--- src/rtl/core_control_fsm_pkg.sv ---
// -----------------------------------------------------------------------------
// core_control_fsm_pkg
// Shared definitions for the RISCuinho multi-cycle control sequencer:
//   - state encoding (also visible on the debug `state` port)
//   - RV32I major opcode constants
//   - trap cause and PC source codes
//   - opcode legality helpers used in DECODE
// -----------------------------------------------------------------------------
package core_control_fsm_pkg;

    typedef enum logic [2:0] {
        ST_RESET     = 3'd0,
        ST_FETCH     = 3'd1,
        ST_DECODE    = 3'd2,
        ST_EXECUTE   = 3'd3,
        ST_MEM       = 3'd4,
        ST_WRITEBACK = 3'd5,
        ST_TRAP      = 3'd6
    } state_t;

    localparam logic [6:0] OP_LUI    = 7'b0110111;
    localparam logic [6:0] OP_AUIPC  = 7'b0010111;
    localparam logic [6:0] OP_JAL    = 7'b1101111;
    localparam logic [6:0] OP_JALR   = 7'b1100111;
    localparam logic [6:0] OP_BRANCH = 7'b1100011;
    localparam logic [6:0] OP_LOAD   = 7'b0000011;
    localparam logic [6:0] OP_STORE  = 7'b0100011;
    localparam logic [6:0] OP_IMM    = 7'b0010011;
    localparam logic [6:0] OP_REG    = 7'b0110011;
    localparam logic [6:0] OP_FENCE  = 7'b0001111;
    localparam logic [6:0] OP_SYSTEM = 7'b1110011;

    typedef enum logic [1:0] {
        TRAP_NONE    = 2'b00,
        TRAP_ILLEGAL = 2'b01,
        TRAP_SYSTEM  = 2'b10,
        TRAP_TIMEOUT = 2'b11
    } trap_cause_t;

    typedef enum logic [1:0] {
        PC_PLUS4 = 2'b00,   // pc + 4
        PC_REL   = 2'b01,   // pc + imm (JAL, taken branch)
        PC_JALR  = 2'b10    // (rs1 + imm) & ~1
    } pc_sel_t;

    // Opcodes the core can execute. SYSTEM is deliberately absent: it traps.
    function automatic logic is_legal_opcode(input logic [6:0] op);
        case (op)
            OP_LUI, OP_AUIPC, OP_JAL, OP_JALR, OP_BRANCH,
            OP_LOAD, OP_STORE, OP_IMM, OP_REG, OP_FENCE: return 1'b1;
            default:                                     return 1'b0;
        endcase
    endfunction

endpackage

--- src/rtl/core_control_fsm_if.sv ---
// -----------------------------------------------------------------------------
// core_control_fsm_if
// Instruction and data bus handshake between the control sequencer and the
// memory system.
//   imem_req  : instruction fetch request        (sequencer -> memory)
//   imem_ack  : instruction available this cycle (memory -> sequencer)
//   dmem_req  : data access request              (sequencer -> memory)
//   dmem_we   : data access is a write           (sequencer -> memory)
//   dmem_ack  : data access completes this cycle (memory -> sequencer)
// -----------------------------------------------------------------------------
interface core_control_fsm_if;

    logic imem_req;
    logic imem_ack;
    logic dmem_req;
    logic dmem_we;
    logic dmem_ack;

    modport master (
        output imem_req, dmem_req, dmem_we,
        input  imem_ack, dmem_ack
    );

    modport slave (
        input  imem_req, dmem_req, dmem_we,
        output imem_ack, dmem_ack
    );

endinterface

--- src/rtl/core_control_fsm_wait_counter.sv ---
// -----------------------------------------------------------------------------
// ctrl_wait_counter
// Counts unacknowledged bus request cycles for the control sequencer.
//   clk, reset_n : core clock, asynchronous active-low reset
//   clear        : restart counting (a new request phase begins)
//   inc          : one more request cycle went by without an ack
//   expired      : the current request cycle is the TIMEOUT_CYCLES-th one;
//                  if it is also not acked, the request has timed out
// -----------------------------------------------------------------------------
module ctrl_wait_counter #(
    parameter int TIMEOUT_CYCLES = 16
) (
    input  logic clk,
    input  logic reset_n,
    input  logic clear,
    input  logic inc,
    output logic expired
);

    localparam int W = $clog2(TIMEOUT_CYCLES + 1);

    logic [W-1:0] cnt_q;

    // Flag the limit one count early so the sequencer can let a same-cycle
    // ack win over the timeout.
    assign expired = (cnt_q == W'(TIMEOUT_CYCLES - 1));

    // NOTE: sequential state uses non-blocking assignments so every register
    // samples pre-edge values regardless of block evaluation order.
    always_ff @(posedge clk or negedge reset_n) begin
        if (!reset_n) begin
            cnt_q <= '0;
        end else if (clear) begin
            cnt_q <= '0;
        end else if (inc) begin
            cnt_q <= cnt_q + 1'b1;
        end
    end

endmodule

--- src/rtl/core_control_fsm.sv ---
// -----------------------------------------------------------------------------
// core_control_fsm
// Multi-cycle sequencer for the RISCuinho integer core:
// RESET -> FETCH -> DECODE -> EXECUTE -> [MEM] -> WRITEBACK -> FETCH ...
// Illegal/system opcodes and bus timeouts park the core in a sticky TRAP.
//   clk, reset_n   : core clock, asynchronous active-low reset
//   bus            : instruction/data handshake (master side)
//   ir_we          : load IR, = imem_req & imem_ack
//   opcode, dec_*  : IR[6:0] and decoder flags, stable DECODE..WRITEBACK
//   branch_taken   : ALU compare result, sampled in EXECUTE
//   alu_en, reg_we, pc_we, pc_sel : datapath controls
//   state, halt, trap_cause, instret : status / debug
// All outputs except ir_we are registered and decoded from the next state,
// so they line up exactly with the state they belong to.
// -----------------------------------------------------------------------------
module core_control_fsm
    import core_control_fsm_pkg::*;
#(
    parameter int TIMEOUT_CYCLES = 16,
    parameter int CNT_W          = 32
) (
    input  logic                clk,
    input  logic                reset_n,
    core_control_fsm_if.master  bus,
    output logic                ir_we,
    input  logic [6:0]          opcode,
    input  logic                dec_jump,
    input  logic                dec_branch,
    input  logic                dec_data_r,
    input  logic                dec_data_w,
    input  logic                dec_reg_w,
    input  logic                branch_taken,
    output logic                alu_en,
    output logic                reg_we,
    output logic                pc_we,
    output logic [1:0]          pc_sel,
    output logic [2:0]          state,
    output logic                halt,
    output logic [1:0]          trap_cause,
    output logic [CNT_W-1:0]    instret
);

    state_t             state_q, state_d;
    trap_cause_t        cause_q, cause_d;
    pc_sel_t            pc_sel_q, pc_sel_d;
    logic               imem_req_q, dmem_req_q, dmem_we_q;
    logic               alu_en_q, reg_we_q, pc_we_q, halt_q;
    logic               taken_q;
    logic [CNT_W-1:0]   instret_q;

    logic               fetch_ack, mem_ack;
    logic               cnt_clear, cnt_inc, expired;
    logic               taken_now, jump_rel;

    // Acks only count while the matching request is up; stray acks are ignored.
    assign fetch_ack = bus.imem_req & bus.imem_ack;
    assign mem_ack   = bus.dmem_req & bus.dmem_ack;

    ctrl_wait_counter #(
        .TIMEOUT_CYCLES (TIMEOUT_CYCLES)
    ) u_wait_counter (
        .clk     (clk),
        .reset_n (reset_n),
        .clear   (cnt_clear),
        .inc     (cnt_inc),
        .expired (expired)
    );

    // Branch outcome is live in EXECUTE and held in taken_q afterwards, so
    // pc_sel is correct whether WRITEBACK follows EXECUTE or MEM.
    assign taken_now = (state_q == ST_EXECUTE) ? branch_taken : taken_q;
    // The decoder's jump flag covers JAL and JALR; JALR has its own source.
    assign jump_rel  = (opcode == OP_JAL) || (dec_jump && (opcode != OP_JALR));

    // NOTE: every signal gets a default before the case so no path through
    // this block leaves one unassigned and infers a latch.
    always_comb begin
        state_d   = state_q;
        cause_d   = cause_q;
        cnt_inc   = 1'b0;
        pc_sel_d  = PC_PLUS4;

        case (state_q)
            ST_RESET: state_d = ST_FETCH;

            ST_FETCH: begin
                if (fetch_ack) begin
                    state_d = ST_DECODE;
                end else begin
                    cnt_inc = 1'b1;
                    if (expired) begin
                        state_d = ST_TRAP;
                        cause_d = TRAP_TIMEOUT;
                    end
                end
            end

            ST_DECODE: begin
                if (opcode == OP_SYSTEM) begin
                    state_d = ST_TRAP;
                    cause_d = TRAP_SYSTEM;
                end else if (!is_legal_opcode(opcode)) begin
                    state_d = ST_TRAP;
                    cause_d = TRAP_ILLEGAL;
                end else begin
                    state_d = ST_EXECUTE;
                end
            end

            ST_EXECUTE: state_d = (dec_data_r || dec_data_w) ? ST_MEM : ST_WRITEBACK;

            ST_MEM: begin
                if (mem_ack) begin
                    state_d = ST_WRITEBACK;
                end else begin
                    cnt_inc = 1'b1;
                    if (expired) begin
                        state_d = ST_TRAP;
                        cause_d = TRAP_TIMEOUT;
                    end
                end
            end

            ST_WRITEBACK: state_d = ST_FETCH;

            ST_TRAP: state_d = ST_TRAP;

            default: begin
                state_d = ST_TRAP;
                cause_d = TRAP_ILLEGAL;
            end
        endcase

        if (state_d == ST_WRITEBACK) begin
            if (opcode == OP_JALR) begin
                pc_sel_d = PC_JALR;
            end else if (jump_rel || (dec_branch && taken_now)) begin
                pc_sel_d = PC_REL;
            end
        end
    end

    // Counter restarts on entry to a request phase, not on every cycle in it.
    assign cnt_clear = ((state_d == ST_FETCH) && (state_q != ST_FETCH)) ||
                       ((state_d == ST_MEM)   && (state_q != ST_MEM));

    always_ff @(posedge clk or negedge reset_n) begin
        if (!reset_n) begin
            state_q    <= ST_RESET;
            cause_q    <= TRAP_NONE;
            pc_sel_q   <= PC_PLUS4;
            imem_req_q <= 1'b0;
            dmem_req_q <= 1'b0;
            dmem_we_q  <= 1'b0;
            alu_en_q   <= 1'b0;
            reg_we_q   <= 1'b0;
            pc_we_q    <= 1'b0;
            halt_q     <= 1'b0;
            taken_q    <= 1'b0;
            instret_q  <= '0;
        end else begin
            state_q    <= state_d;
            cause_q    <= cause_d;
            pc_sel_q   <= pc_sel_d;
            imem_req_q <= (state_d == ST_FETCH);
            dmem_req_q <= (state_d == ST_MEM);
            dmem_we_q  <= (state_d == ST_MEM) && dec_data_w;
            alu_en_q   <= (state_d == ST_EXECUTE);
            reg_we_q   <= (state_d == ST_WRITEBACK) && dec_reg_w;
            pc_we_q    <= (state_d == ST_WRITEBACK);
            halt_q     <= (state_d == ST_TRAP);
            if (state_q == ST_EXECUTE) begin
                taken_q <= branch_taken;
            end
            // Retirement is counted as WRITEBACK completes; wraps naturally.
            if (state_q == ST_WRITEBACK) begin
                instret_q <= instret_q + CNT_W'(1);
            end
        end
    end

    assign bus.imem_req = imem_req_q;
    assign bus.dmem_req = dmem_req_q;
    assign bus.dmem_we  = dmem_we_q;
    assign ir_we        = fetch_ack;
    assign alu_en       = alu_en_q;
    assign reg_we       = reg_we_q;
    assign pc_we        = pc_we_q;
    assign pc_sel       = pc_sel_q;
    assign state        = state_q;
    assign halt         = halt_q;
    assign trap_cause   = cause_q;
    assign instret      = instret_q;

endmodule
--- src/flat_wrapper.sv ---
// flat-port wrapper written by rule: the top's interface ports become plain ports
module core_control_fsm_flat import core_control_fsm_pkg::*;
#(
    parameter int TIMEOUT_CYCLES = 16,
    parameter int CNT_W          = 32
)
  (clk, reset_n, ir_we, opcode, dec_jump, dec_branch, dec_data_r, dec_data_w, dec_reg_w, branch_taken, alu_en, reg_we, pc_we, pc_sel, state, halt, trap_cause, instret, bus_imem_req, bus_dmem_req, bus_dmem_we, bus_imem_ack, bus_dmem_ack);
  core_control_fsm_if bus_i ();
  input  logic clk;
  input  logic reset_n;
  output logic ir_we;
  input  logic [6:0] opcode;
  input  logic dec_jump;
  input  logic dec_branch;
  input  logic dec_data_r;
  input  logic dec_data_w;
  input  logic dec_reg_w;
  input  logic branch_taken;
  output logic alu_en;
  output logic reg_we;
  output logic pc_we;
  output logic [1:0] pc_sel;
  output logic [2:0] state;
  output logic halt;
  output logic [1:0] trap_cause;
  output logic [CNT_W-1:0] instret;
  output wire logic [$bits(bus_i.imem_req)-1:0] bus_imem_req;
  output wire logic [$bits(bus_i.dmem_req)-1:0] bus_dmem_req;
  output wire logic [$bits(bus_i.dmem_we)-1:0] bus_dmem_we;
  input wire logic [$bits(bus_i.imem_ack)-1:0] bus_imem_ack;
  input wire logic [$bits(bus_i.dmem_ack)-1:0] bus_dmem_ack;
  assign bus_imem_req = bus_i.imem_req;
  assign bus_dmem_req = bus_i.dmem_req;
  assign bus_dmem_we = bus_i.dmem_we;
  assign bus_i.imem_ack = bus_imem_ack;
  assign bus_i.dmem_ack = bus_dmem_ack;
  core_control_fsm #(.TIMEOUT_CYCLES(TIMEOUT_CYCLES), .CNT_W(CNT_W)) u_core (.clk(clk), .reset_n(reset_n), .bus(bus_i), .ir_we(ir_we), .opcode(opcode), .dec_jump(dec_jump), .dec_branch(dec_branch), .dec_data_r(dec_data_r), .dec_data_w(dec_data_w), .dec_reg_w(dec_reg_w), .branch_taken(branch_taken), .alu_en(alu_en), .reg_we(reg_we), .pc_we(pc_we), .pc_sel(pc_sel), .state(state), .halt(halt), .trap_cause(trap_cause), .instret(instret));
endmodule
--- config.mk ---
export PLATFORM = sky130hd
export DESIGN_NAME = core_control_fsm_flat
export DESIGN_NICKNAME = d
export VERILOG_FILES = /design/src/rtl/core_control_fsm_pkg.sv /design/src/rtl/core_control_fsm_if.sv /design/src/rtl/core_control_fsm_wait_counter.sv /design/src/rtl/core_control_fsm.sv /design/src/flat_wrapper.sv
export SDC_FILE = /design/constraint.sdc
export NUM_CORES = 1
export LEC_CHECK = 0
export CORE_MARGIN = 1
export CORE_UTILIZATION = 52
export DETAILED_ROUTE_END_ITERATION = 8
export PLACE_DENSITY = 0.9
export SLEW_MARGIN = 40
export SYNTH_ARGS = -nofsm -noshare
export SYNTH_HDL_FRONTEND = slang
export SYNTH_SLANG_ARGS = --single-unit
--- constraint.sdc ---
create_clock -name clk -period 4.95 [get_ports clk]
set_input_delay 0.99 -clock clk [delete_from_list [all_inputs] [get_ports clk]]
set_output_delay 0.99 -clock clk [all_outputs]
set_load 0.01 [all_outputs]
# Word level (Yosys, flattened, before mapping)
# Cells that the tools add are included.
# word_totals
ff_bits	52
memories	0
output_inout_bits	47
mem_bits_ro	0
wordCells	88
ramBits	0
latchBits	0
# classes
n_eq_ne	29
n_shift	0
magnitude_cmp	0
n_div	0
bitwise_logic	3
n_mul	0
mux	25
reduce_logical	16
add_sub_neg	2
# op_table
operator	n
$add A32 B1 Y32 const B	1
$eq A7 B7 Y1 const B	4
$eq A7 B6 Y1 const B	3
$eq A3 B3 Y1 const B	6
$mux W3	5
$pmux W3 S5	1
$eq A7 B5 Y1 const B	2
$mux W2	7
$mux W5	2
$reduce_or A10 Y1	1
$eq A3 B2 Y1 const B	3
$mux W1	8
$pmux W2 S4	1
$eq A7 B2 Y1 const B	1
$eq A7 B4 Y1 const B	1
$ne A7 B7 Y1 const B	1
$eq A3 B1 Y1 const B	2
$logic_and A1 B1 Y1	6
$add A5 B1 Y5 const B	1
$eq A5 B4 Y1 const B	1
$logic_or A1 B1 Y1	4
$ne A2 B2 Y1 const B	2
$reduce_and A4 Y1	1
$reduce_or A4 Y1	1
9 further kinds	10

# Longest topological paths before layout
# depth
ltp_word	12
ltp_mapped	7

# By module
# A second synthesis with hierarchy kept.
# unflattened
hier_cells	236
hier_area_um2	2536.2
# by_module_without_submodules
mod	cells_each	instances	seq_area_each_um2	area_per_inst_um2
core_control_fsm	213	1	1176.1	2265.9
ctrl_wait_counter	23	1	125.1	270.3

# Worst setup path after synthesis
# No wires, ideal clock.
# synth_timing
path_type	input port to flip-flop
start	in opcode[6]
end	reg u_core.pc_sel_q[1], in the netlist u_core.pc_sel[1]
stages	5
slack_ns	2.626
required_ns	4.855
arrival_ns	2.229
setup_ns	0.095
cell_sequence	nand2b_1 a21boi_0 or4_4 a221oi_4 nor4b_2
# synth_between
elab_chain_len	10
elab_cells_between_ends	21
cone_classes	eq/ne (12); mux (8); reduce/logical (1)
# synth_lines
element	line_no	source
start, declared	flat_wrapper.sv:12	input logic [6:0] opcode;
$eq A7 B6 Y1 (tied with other cells)	core_control_fsm_pkg.sv:48	case (op)
$reduce_or A10 Y1	core_control_fsm_pkg.sv:48	
$mux W1	core_control_fsm_pkg.sv:48	
$mux W1	core_control_fsm.sv:99	if (opcode == OP_SYSTEM) begin
$mux W1	core_control_fsm.sv:83	case (state_q)
$mux W3	core_control_fsm.sv:102	end else if (!is_legal_opcode(opcode)) begin
$mux W3	core_control_fsm.sv:99	
$pmux W3 S5	core_control_fsm.sv:83	
$eq A3 B3 Y1	core_control_fsm.sv:134	if (state_d == ST_WRITEBACK) begin
$mux W2 (*)	core_control_fsm.sv:134	
named net u_core.pc_sel_d[1]	core_control_fsm.sv:45	pc_sel_t pc_sel_q, pc_sel_d;
end signal, assigned	core_control_fsm.sv:164	pc_sel_q <= pc_sel_d;
end, declared	core_control_fsm.sv:45	
# The timed path passes the listed nets; every way through them passes the cells marked *. The select of a mux whose other input is x is not followed.
# A chain may end at the register's enable or synchronous reset.

# Worst setup path after layout
# layout_timing
start	in bus_imem_ack
end	out ir_we
# layout_between
elab_chain_len	1
# layout_lines
element	line_no	source
start, declared	flat_wrapper.sv:30	input wire logic [$bits(bus_i.imem_ack)-1:0] bus_imem_ack;
$and A1 B1 Y1	core_control_fsm.sv:56	assign fetch_ack = bus.imem_req & bus.imem_ack;
end, declared	flat_wrapper.sv:11	output logic ir_we;
# No other way between the ends.

==> impl_metrics.toml <==
[synth]
syn_area_um2 = 2480
synth_cell_types = 39
synth_seq_area_share_pct = 52.5
synth_edf_count = 0
synthTopCellsByArea = "dfrtp_1 (52%), xnor2_1 (9.5%), nand2_1 (3.8%), nand4_1 (2.8%), xor2_1 (2.5%)"
synth_warnings = 0
netlist.area_leader.share_pct = 52.5
syn_area_per_cell_um2 = 10.6
synthArstFlopShare_pct = 100
yosys_most_used_dff = "dfrtp_1"
ys_ff_latch = 52
synth_cells = 233
synth.net_count = 253
yosysTopAreaCell = "dfrtp_1"

[drt]
drt_iter0_markers = 86
ant_nets = 0
vias_per_cell = 5.53
wire_per_inst_um = 14.2
vias = 1940
drc_errors = 5
drt_wl_total_mm = 4.98
drt-pass1-iter-count = 7

[cts]
ctsHoldBuffers = 0
clock-sinks = 52
numCtsBuffers = 5
cts_max_level = 2
tritoncts = "yes"
cts.clk_slew.worst_paths_ns = 0.08
insertion_delay_ns = 0.30
clockRootBuffer = "clkbuf_8"
cts.path.max_buffers = 2
cts_resized = 0
cts_setup_buffers = 0

[timing]
finalCritPeriodShare_pct = 63.1
worst_slew_pin_slew_ns = 0.647
relSlewSlack_pct = 56.7
clock_skew_ns = 0.00505
setup_tns_ns = 0
hold_violations = 0
drv_slew = 0
setup-violations-final = 0
max_freq_ghz = 0.320
rsz0062_at_grt = "no"
finalCriticalPeriod_ns = 3.12

[placement]
place_hpwl_mm = 3.76
dp_cells = 344
gp_congestion = 0.855
portBuffers = 63

[power_and_ir_drop]
swShare_pct = 34.6
max-vdd-ir-drop_mv = 0.300
clockPowerShare_pct = 18.5
power_frac_comb_pct = 34.6
finalPower_mw = 1.23
power_switching_uw = 425
internal_power_uw = 802
power_leakage_nw = 1.40
p_seq_share_pct = 47.0
powerDensity_nw_per_um2 = 379

[floorplan]
num_rows = 24
chipHeight_um = 71.1
initial_core_util_pct = 55.4
die_x_um = 71.1
coreArea_um2 = 4470
pin_count = 64
die-area_um2 = 5050

[run_status]
status = "finished, violations left"
violations = "design-rule violations"

[critical_path]
path_buf_inv = 3
path_cells = "clkdlybuf4s50_1, nand2_1, inv_1, clkdlybuf4s50_1"
r2r-start = "u_core.state[1]"
worstPathArrival_ns = 2.13
startpoint = "bus_imem_ack"
start_kind = "primary input"
critPathMostFrequentCell = "clkdlybuf4s50_1"
critPathKind = "primary input to output port"
worst_path_dominant_cell_family = "buffers and inverters"
worst_setup_path_end_kind = "output port"
slowest_delay_ns = 0.53
crit_fanout = 3
worstPathRequired_ns = 3.96
slowest_stage = "clkdlybuf4s50_1"

[layout]
nNetsFinal = 319
drive_gt1_share_pct = 5.69
num_antenna_cells = 0
syn_to_final_growth_pct = 30.4
fin_util_pct = 72.3
fin_cells = 351

[min_path]
hold_start = "u_core.instret[31]"
hold_path_class = "flop to flop"

[global_routing]
antenna_found_initial = 0
grt_start_max_net_pins = 53
grt_overflow = 0
grt_pass1_vias = 1911
grt_pass1_wl_mm = 8.68
grt_usage_pct = 22.1

[run]
maxCapViolCount = 0
state kept, by name, summed over array words and instances (netlist names):
signal	count
u_core.taken_q	1
u_core.trap_cause	2
u_core.alu_en	1
u_core.halt	1
u_core.instret	32
u_core.pc_we	1
u_core.pc_sel	2
u_core.bus.dmem_we	1
u_core.u_wait_counter.cnt_q	5
u_core.bus.dmem_req	1
u_core.state	3
u_core.bus.imem_req	1
u_core.reg_we	1
logic make-up (layout without fill, tap and decap cells):
kind of cell	count (synthesis)	count (layout)	share of synthesized area, %
compound gates	23	23	6.66
mux	2	2	0.908
fa+ha+maj	3	3	1.51
buf+inv	13	79	2.02
xor+xnor	34	34	12.0
flops	52	52	52.5
simple gates	106	106	24.4
area by class of cell:
type	count	area, um2
flip-flops and latches	52	1300
fillers	343	1240
multi-input cells	168	1130
repair buffers	63	628
clock buffers	6	72.6
well taps	52	65.1
inverters	9	33.8
clock inverters	1	5.00
layout by cell type, fill, tap and decap left out, types with 2 or more instances in the layout:
| cell | count |
|---|---|
| mux2_2 | 2 |
| ha_1 | 3 |
| a21boi_0 | 2 |
| nor3_1 | 8 |
| a21oi_1 | 4 |
| nand2_1 | 25 |
| nand4_1 | 11 |
| clkbuf_8 | 5 |
| xnor2_1 | 27 |
| clkdlybuf4s50_1 | 62 |
| o21ai_0 | 7 |
| nor2_1 | 15 |
| inv_1 | 9 |
| and2_1 | 4 |
| xor2_1 | 7 |
| dfrtp_1 | 52 |
| nor2b_1 | 2 |
| or4_4 | 4 |
| nand2b_1 | 6 |
| nor3b_1 | 2 |
| nand3_1 | 11 |
| and4_1 | 3 |
| and3_1 | 8 |
| nand3b_1 | 2 |
cell usage after synthesis, types with 2 or more instances:
library cell	count
xor2_1	7
and4_1	3
dfrtp_1	52
and2_1	4
nor2_1	15
nand4_1	11
ha_1	3
xnor2_1	27
nor3b_1	2
o21ai_0	7
nand3_1	11
nor2b_1	2
clkbuf_1	3
a21oi_1	4
mux2_2	2
and3_1	8
a21boi_0	2
nand2b_1	6
nor3_1	8
nand2_1	25
nand3b_1	2
or4_4	4
inv_1	9
per-layer routing:
| layer | share of wire, % | wire length [um] | global-route usage [%] | vias to the layer above |
|---|---|---|---|---|
| met5 | 0 | 0 | 0 | - |
| met4 | 1.2 | 60 | 6.89 | 0 |
| met3 | 5.0 | 248 | 5.70 | 6 |
| met2 | 52 | 2590 | 38.0 | 53 |
| met1 | 42 | 2080 | 27.4 | 935 |
| li1 | - | - | - | 946 |
power groups by stage:
stage / combinational [mW] / sequential (mW) / clock (mW)
finish: 0.424 / 0.576 / 0.227
global route: 0.470 / 0.591 / 0.251
CTS: 0.428 / 0.576 / 0.232
detailed placement: 0.428 / 0.583 / 0
global placement: 0.415 / 0.583 / 0
floorplan: 0.237 / 0.580 / 0
stage by stage:
| stage | worst slack, ns | hold WS (ns) | instance area (um2) |
|---|---|---|---|
| 2_1_floorplan | 2.63 | 0.471 | 2480 |
| 3_3_place_gp | 1.84 | 0.460 | 3150 |
| 3_5_place_dp | 1.83 | 0.470 | 3160 |
| 4_1_cts | 1.82 | 0.481 | 3230 |
| 5_1_grt | 1.77 | 0.492 | 3230 |
| 6_report | 1.83 | 0.479 | 3230 |
worst paths after layout:
path | end | slack [ns] | cells past startpoint
worst max-delay path | ir_we | 1.83 | 4
worst min-delay path | u_core.instret[31] | 0.48 | 1
worst max register to register | u_core.instret[25] | 2.62 | 5
worst min register to register | u_core.instret[31] | 0.48 | 1
max in group asynchronous | u_core.instret[0] | 3.83 | 1
min in group asynchronous | u_core.instret[16] | 0.70 | 1
Power figures use the tool's default switching activity.
